## src/rtl/gesture_matcher.sv

```systemverilog
// Gesture matcher: scores one encoder stroke against every stored direction template
// and reports the lowest-distance template, its score and whether it counts as a hit.
module gesture_matcher #(
    parameter int N_TPL  = 8,
    parameter int IDX_W  = 3,
    parameter int THRESH = 2
) (
    input  logic             iclk,
    input  logic             i_rst,
    input  logic             i_send,
    input  logic [5:0]       i_data_len,
    input  logic [255:0]     i_data,
    input  logic             i_tpl_we,
    input  logic [IDX_W-1:0] i_tpl_sel,
    input  logic [5:0]       i_tpl_len,
    input  logic [255:0]     i_tpl_data,
    output logic             o_busy,
    output logic             o_valid,
    output logic             o_hit,
    output logic [IDX_W-1:0] o_match_idx,
    output logic [8:0]       o_score
);

    typedef enum logic [2:0] {IDLE, LOAD, TPL_INIT, COMPARE, ADVANCE, NEXT, DONE} state_t;

    state_t state, state_next;

    logic             send_q;
    logic             start;
    logic [5:0]       tpl_len [N_TPL];
    logic [255:0]     tpl_mem [N_TPL];

    logic [5:0]       len;
    logic [255:0]     data;
    logic [IDX_W-1:0] t;
    logic [5:0]       k;
    logic [5:0]       j;
    logic [6:0]       r;
    logic [8:0]       score;
    logic [8:0]       best_score;
    logic [IDX_W-1:0] best_idx;
    logic             found;
    logic             evaluated;

    logic [5:0]       cur_len;
    logic [255:0]     cur_tpl;
    logic             last_tpl;
    logic             skip_tpl;
    logic [6:0]       r_sum;
    logic [6:0]       r_sub;
    logic [3:0]       elem_dist;
    logic [8:0]       score_sum;
    logic             better;
    logic [8:0]       final_score;
    logic [IDX_W-1:0] final_idx;
    logic             final_found;
    logic [8:0]       thresh_l;

    // Circular distance between two of the 16 compass directions, 0..8.
    function automatic logic [3:0] dir_dist(input logic [3:0] a, input logic [3:0] b);
        logic [3:0] d;
        d = a - b;
        return (d > 4'd8) ? 4'(5'd16 - {1'b0, d}) : d;
    endfunction

    assign start    = i_send && !send_q && (state == IDLE);
    assign o_busy   = (state != IDLE);
    assign o_valid  = (state == DONE);

    assign cur_len   = tpl_len[t];
    assign cur_tpl   = tpl_mem[t];
    assign last_tpl  = (32'(t) == N_TPL - 1);
    assign skip_tpl  = (cur_len == 6'd0) || (len == 6'd0);
    assign r_sum     = r + {1'b0, cur_len};
    assign r_sub     = r - {1'b0, len};
    assign elem_dist = dir_dist(data[{k, 2'b00} +: 4], cur_tpl[{j, 2'b00} +: 4]);
    assign score_sum = score + {5'b0, elem_dist};

    // Strict less-than keeps the lower-numbered template on ties.
    assign better      = evaluated && (score < best_score);
    assign final_score = better ? score : best_score;
    assign final_idx   = better ? t : best_idx;
    assign final_found = found || better;
    assign thresh_l    = 9'(THRESH) * {3'b0, len};

    always_ff @(posedge iclk) begin
        if (i_rst) begin
            state  <= IDLE;
            send_q <= 1'b0;
        end else begin
            state  <= state_next;
            send_q <= i_send;
        end
    end

    // The remainder r tracks k*T mod L, so j advances exactly floor(k*T/L) without a divider.
    always_comb begin
        state_next = state;
        case (state)
            IDLE:     if (start) state_next = LOAD;
            LOAD:     state_next = TPL_INIT;
            TPL_INIT: state_next = skip_tpl ? NEXT : COMPARE;
            COMPARE: begin
                if (6'(k + 6'd1) == len)
                    state_next = NEXT;
                else if (r_sum >= {1'b0, len})
                    state_next = ADVANCE;
                else
                    state_next = COMPARE;
            end
            ADVANCE:  if (r_sub < {1'b0, len}) state_next = COMPARE;
            NEXT:     state_next = last_tpl ? DONE : TPL_INIT;
            DONE:     state_next = IDLE;
            default:  state_next = IDLE;
        endcase
    end

    always_ff @(posedge iclk) begin
        if (i_rst) begin
            for (int i = 0; i < N_TPL; i++) tpl_len[i] <= 6'd0;
        end else if ((state == IDLE) && !start && i_tpl_we && (32'(i_tpl_sel) < N_TPL)) begin
            tpl_len[i_tpl_sel] <= i_tpl_len;
            tpl_mem[i_tpl_sel] <= i_tpl_data;
        end
    end

    always_ff @(posedge iclk) begin
        if (i_rst) begin
            len         <= 6'd0;
            data        <= '0;
            t           <= '0;
            k           <= 6'd0;
            j           <= 6'd0;
            r           <= 7'd0;
            score       <= 9'd0;
            best_score  <= 9'd0;
            best_idx    <= '0;
            found       <= 1'b0;
            evaluated   <= 1'b0;
            o_hit       <= 1'b0;
            o_match_idx <= '0;
            o_score     <= 9'd0;
        end else begin
            case (state)
                LOAD: begin
                    len        <= i_data_len;
                    data       <= i_data;
                    t          <= '0;
                    best_score <= 9'd511;
                    best_idx   <= '0;
                    found      <= 1'b0;
                end
                TPL_INIT: begin
                    k         <= 6'd0;
                    j         <= 6'd0;
                    r         <= 7'd0;
                    score     <= 9'd0;
                    evaluated <= !skip_tpl;
                end
                COMPARE: begin
                    score <= score_sum;
                    r     <= r_sum;
                    k     <= k + 6'd1;
                end
                ADVANCE: begin
                    r <= r_sub;
                    j <= j + 6'd1;
                end
                NEXT: begin
                    if (better) begin
                        best_score <= score;
                        best_idx   <= t;
                        found      <= 1'b1;
                    end
                    // Results are loaded on the way into DONE so they are stable while o_valid is high.
                    if (last_tpl) begin
                        o_score     <= final_score;
                        o_match_idx <= final_idx;
                        o_hit       <= final_found && (final_score <= thresh_l);
                    end else begin
                        t <= t + 1'b1;
                    end
                end
                default: ;
            endcase
        end
    end

endmodule

```

## config.mk

```make
export PLATFORM = sky130hd
export DESIGN_NAME = gesture_matcher
export DESIGN_NICKNAME = d
export VERILOG_FILES = /design/src/rtl/gesture_matcher.sv
export SDC_FILE = /design/constraint.sdc
export NUM_CORES = 2
export LEC_CHECK = 0
export BUFFER_PORTS_ARGS = -buffer_cell sky130_fd_sc_hd__buf_2
export CAP_MARGIN = 40
export CORE_MARGIN = 2
export CORE_UTILIZATION = 28
export DETAILED_ROUTE_END_ITERATION = 6
export PLACE_DENSITY_LB_ADDON = 0.3
export SLEW_MARGIN = 20
export SYNTH_ARGS = -nofsm -noshare
export SYNTH_HDL_FRONTEND = slang
export SYNTH_SLANG_ARGS = --single-unit
```

## constraint.sdc

```tcl
create_clock -name iclk -period 38 [get_ports iclk]
set_input_delay 0 -clock iclk [delete_from_list [all_inputs] [get_ports iclk]]
set_output_delay 0 -clock iclk [all_outputs]
set_load 0.05 [all_outputs]
```

== Yosys cells after proc, flatten, opt, wreduce, memory -nomap -nowiden ==
Memory sizes are Yosys's and may differ from the RTL's. A register that Yosys moved wholly into a read port is not among the register bits.
Cells that the tools add are included.

* Output and inout bits: 15
* Bits of input ports: 531
* RAM bits: 2096
* Word-level logic and storage cells: 101
* Memories kept: 2
* Register bits: 324

* Muxes and demuxes: 32
* Eq/ne operators: 12
* Shift operators: 2
* Reduce and logical (&&, ||, !) cells: 24
* Magnitude comparators: 5
* $add $sub $neg: 8

{| class="wikitable"
|+ Memories
! memory !! depth !! width !! rd ports !! clocked after memory_dff !! write ports !! line !! RTL
|-
| tpl_mem || 8 || 256 || 1 || 1 || 1 || 31 || <nowiki>logic [255:0] tpl_mem [N_TPL];</nowiki>
|-
| tpl_len || 8 || 6 || 1 || 1 || 8 || 30 || <nowiki>logic [5:0] tpl_len [N_TPL];</nowiki>
|}

{| class="wikitable"
|+ Operator list
! kind !! count
|-
| indexed part select 256 x 9 -> 4 bit || 2
|-
| two-way mux 3 bit || 13
|-
| one-hot mux 9 bit (2 select lines) || 2
|-
| one-hot mux 6 bit (2 select lines) || 2
|-
| one-hot mux 7 bit (3 select lines) || 1
|-
| one-hot mux 3 bit (6 select lines) || 1
|-
| adder 6 x 1 -> 6 bit (second input constant) || 2
|-
| equality test 3 bit (second input constant) || 4
|-
| zero test 6 bit || 2
|-
| one-hot mux 3 bit (2 select lines) || 2
|-
| adder 9 x 4 -> 9 bit || 1
|-
| less-or-equal comparator 9 x 7 -> 1 bit || 1
|-
| < comparator 9 bit || 1
|-
| two-way mux 9 bit || 1
|-
| != test 2 bit (second input constant) || 4
|-
| AND reduction 2 bit || 4
|-
| adder 7 x 6 -> 7 bit || 1
|-
| >= comparator 7 x 6 -> 1 bit || 1
|-
| < comparator 7 x 6 -> 1 bit || 1
|-
| two-way mux 1 bit || 7
|-
| subtractor 7 x 6 -> 7 bit || 1
|-
| equality test 3 x 2 -> 1 bit (second input constant) || 2
|-
| equality test 6 bit || 1
|-
| logical AND 1 bit || 6
|-
| 14 further kinds || 20
|}

== Depth between registers and ports, before layout ==
* Word-level depth: 11
* Mapped depth: 26

== Least setup slack after synthesis ==
No wires, ideal clock.

* Kind: flip-flop to flip-flop
* Start point: register state[0]
* End point: memory tpl_len[0][0] (enable)
* Cell stages (with the launch flop): 8
* Path buffers: 1
* Path slack: 16.563 ns
* Required time: 37.626 ns
* Setup time: 0.374 ns
* Arrival time: 21.064 ns
* Cell sequence: dfxtp_1 -> clkbuf_1 -> or3_1 -> o21bai_1 -> nor3b_1 -> nand2b_1 -> nor3_1 -> or2_2

{| class="wikitable"
|+ RTL lines
! item !! line !! RTL
|-
| start: declaration || 26 || <nowiki>state_t state, state_next;</nowiki>
|-
| start signal: assignment || 91 || <nowiki>state <= state_next;</nowiki>
|-
| end: declaration || 30 ||
|}

==> metrics.txt <==
Worst Clk Skew=about 0.081 ns; vias in the first global route=approximately 57000; top_reg_cell synth=edfxtp_1; Seq/Total Area, Yosys=between 70 and 80%; wire per inst=23.3 um; count leader, synth=edfxtp_1; postcts setup bufs=0; pwr dens=52.8 mW/mm^2; crit path time final=around 9 ns; Yosys warning count=0; reg2reg setup slack=29.02 ns; type of element capturing the critical path=register; endpoints failing hold=0; share of flip-flops with an asynchronous set or reset=0%; period utilization=23.6%; H-tree depth=5; HP Start=i_tpl_data[39]; RSZ-0062 raised after global routing=no; maximum VDD drop=0.0486 mV; clk_lat worst skew=about 0.90 ns; DIE AREA=roughly 0.34 mm^2; IO Port Bufs=around 550; Pleak=approximately 40 nW; Die Span Y=just under 600 um; CTS clock-pin slew for the worst setup and hold paths=approximately 0.06 ns; Setup TNS Final=0 ns; Synth top area share=between 60% and 70%; initial core utilization=~28%; critical path class=reg -> reg; max_slew headroom=25.3%; Starting DRT DRC Count=slightly below 4000; max-slew violations=0; via count=53900; Syn Area/Cell=between 15 and 20 um^2; most frequent cell on the critical path=mux4_2; number of max-cap violations=0; largest net degree at the start of global routing=200; Buf+Inv Stages, Crit Path=9; flops & latches, synth=~2400; vias per inst=between 4 and 5; hpwl dp=about 160 mm; Setup Viol. Count Final=0; Startpoint Class=register; Worst Setup EP=score[8]; reg-to-reg endpoint=score[8]; final WL=~270 mm; Yosys cell types=63; Post-synth EDFFs=2096; gpl congestion=a little over 0.8; Synth area leader=edfxtp_1; area grow syn2layout=29.9%; DRT antenna net count=0; first-pass GRT wire length=a little under 400 mm; synth top area cells=edfxtp_1, mux4_2, dfxtp_1, nand2_1, a21oi_1; Clock Sinks=between 2000 and 2500; Crit path depth=27; Pre-antenna DRT Iters=6; Nets=~7300; CP arrival=about 10 ns; root buffer cell=clkbuf_16; fill count=between 30000 and 40000; Least-Margin Pin Slew=between 1 and 1.5 ns; Critical-path top delay cell=buf_4; Placement Rows=214; dpl ws=approximately 28 ns; CP peak stage delay=around 0.64 ns; gr ovfl total=0; Core ar.=~0.34 mm^2; synthesized netlist cell count=about 5000; CTS tree=yes; Core Util, Final=a little over a third; fmax=0.111 GHz; Die W=roughly 590 um; TritonCTS buffer count=roughly 280; final setup margin=between 20 and 30 ns; hold crit path type=in -> reg; GRT Overall Usage=15.2%; CP Data Required Time=38.78 ns; synthesized net count=approximately 5600; Worst Path Max Fanout=roughly 80; status=complete, no violations; antenna violations before repair=110; share of cells above drive strength 1=26.5%; synthesized area=0.0952 mm^2; r2r worst-path depth=27; Post-synth top cells=edfxtp_1, mux4_2, nand2_1, dfxtp_1, a21oi_1; CTS Buffer Depth=4; Overall Power=roughly 6.5 mW; Residual DRC=0; Top Family by Delay on Critical Path=multiplexers; IO Pins=about 550
-- per-layer routing --
layer | GRT usage, % | vias to the layer above | part of all wire [%]
met5 | 0 | - | 0.15
met4 | 4.53 | 68 | 3.0
met3 | 2.69 | 526 | 5.2
met2 | 26.2 | 1524 | 50
met1 | 19.4 | 28100 | 42
li1 | - | 23600 | -
-- worst reg2reg max path, cell delays in order (launching register included) --
cell,delay [ns]
dfxtp_4,0.48
buf_16,0.27
buf_4,0.64
buf_12,0.57
buf_4,0.71
buf_4,0.33
buf_16,0.28
mux4_2,0.55
mux4_2,0.55
mux4_2,0.52
mux4_2,0.50
mux2_2,0.40
ha_1,0.26
inv_1,0.09
fa_1,0.43
inv_1,0.10
ha_1,0.24
a21boi_0,0.11
mux2_2,0.30
mux2i_1,0.15
fa_1,0.41
inv_1,0.08
a21o_1,0.11
a21oi_1,0.10
nor2_1,0.16
nand4_1,0.13
or2_2,0.29
a21oi_1,0.14
-- final cells by class --
cell class	count	area, um^2	share of cell area, %
clock buffers	346	7390	5.97
repair buffers	1748	15200	12.2
diodes	38	95.1	0.0769
well taps	4536	5680	4.59
flip-flops and latches	2423	69500	56.2
clock inverters	141	1370	1.11
inverters	36	135	0.109
multi-input cells	2211	24400	19.7
-- registers in the layout, indices dropped and copies added (netlist names), named ones only --
signal       cells
send_q           1
found            1
score            9
o_score          9
t                3
r                7
best_score       9
len              6
state            3
best_idx         3
evaluated        1
o_hit            1
j                6
tpl_mem       2048
o_match_idx      3
tpl_len         48
k                6
data           256
-- logic make-up (layout without fill, tap and decap cells) --
logic type | Yosys count | in the layout | share of synthesized area, %
flip-flops | 2423 | 2423 | 73.0
AO/OA/AOI/OAI | 480 | 480 | 2.91
other | 0 | 38 | 0
buffers and inverters | 335 | 2271 | 1.48
AND/OR/NAND/NOR | 853 | 853 | 3.82
adder cells (fa/ha/maj) | 55 | 55 | 0.754
multiplexers | 799 | 799 | 17.8
XOR/XNOR | 24 | 24 | 0.221
-- cells in the final DEF, fill, tap and decap left out, types with 22 or more instances in the layout --
| cell | instances |
|---|---|
| buf_12 | 23 |
| nand2_1 | 573 |
| nor2b_1 | 22 |
| nand3_1 | 25 |
| nor2_1 | 84 |
| ha_1 | 51 |
| mux2i_1 | 61 |
| clkinv_1 | 44 |
| dlygate4sd3_1 | 1080 |
| clkbuf_16 | 283 |
| dfxtp_1 | 318 |
| buf_4 | 78 |
| a21oi_1 | 320 |
| diode_2 | 38 |
| mux2_2 | 23 |
| o21ai_0 | 24 |
| clkbuf_1 | 56 |
| inv_1 | 35 |
| edfxtp_1 | 2096 |
| buf_2 | 545 |
| clkinv_2 | 35 |
| and2_1 | 51 |
| mux4_2 | 715 |
-- how the worst min path moves through the flow --
stage,to,slack [ns],cells past startpoint
6_report,tpl_mem[7][39],0.06,2
4_1_cts,tpl_mem[3][204],0.0002,2
3_3_place_gp,send_q,0.24,3
3_5_place_dp,send_q,0.24,3
2_1_floorplan,tpl_mem[0][0],0.1,0
5_1_grt,tpl_mem[1][151],0.03,2
-- power breakdown --
part / switching, mW / internal [mW] / total (mW)
sequential: 0.0780 / 3.03 / 3.10
clock: 1.09 / 1.49 / 2.58
combinational: 0.468 / 0.382 / 0.850
-- through the flow --
step / hold WS, ns / cell area [um^2] / cells
detailed placement: 0.243 / 104000 / 9864
CTS: 0.000176 / 123000 / 11400
global placement: 0.236 / 103000 / 9837
finish: 0.0558 / 124000 / 11500
global route: 0.0284 / 124000 / 11500
floorplan: 0.0989 / 95200 / 4969
-- timing repair --
item                       CTS  global route
hold endpoints to repair  2530             0
resized for setup            0             0
hold buffers              1080             0
Power figures use the tool's default switching activity.
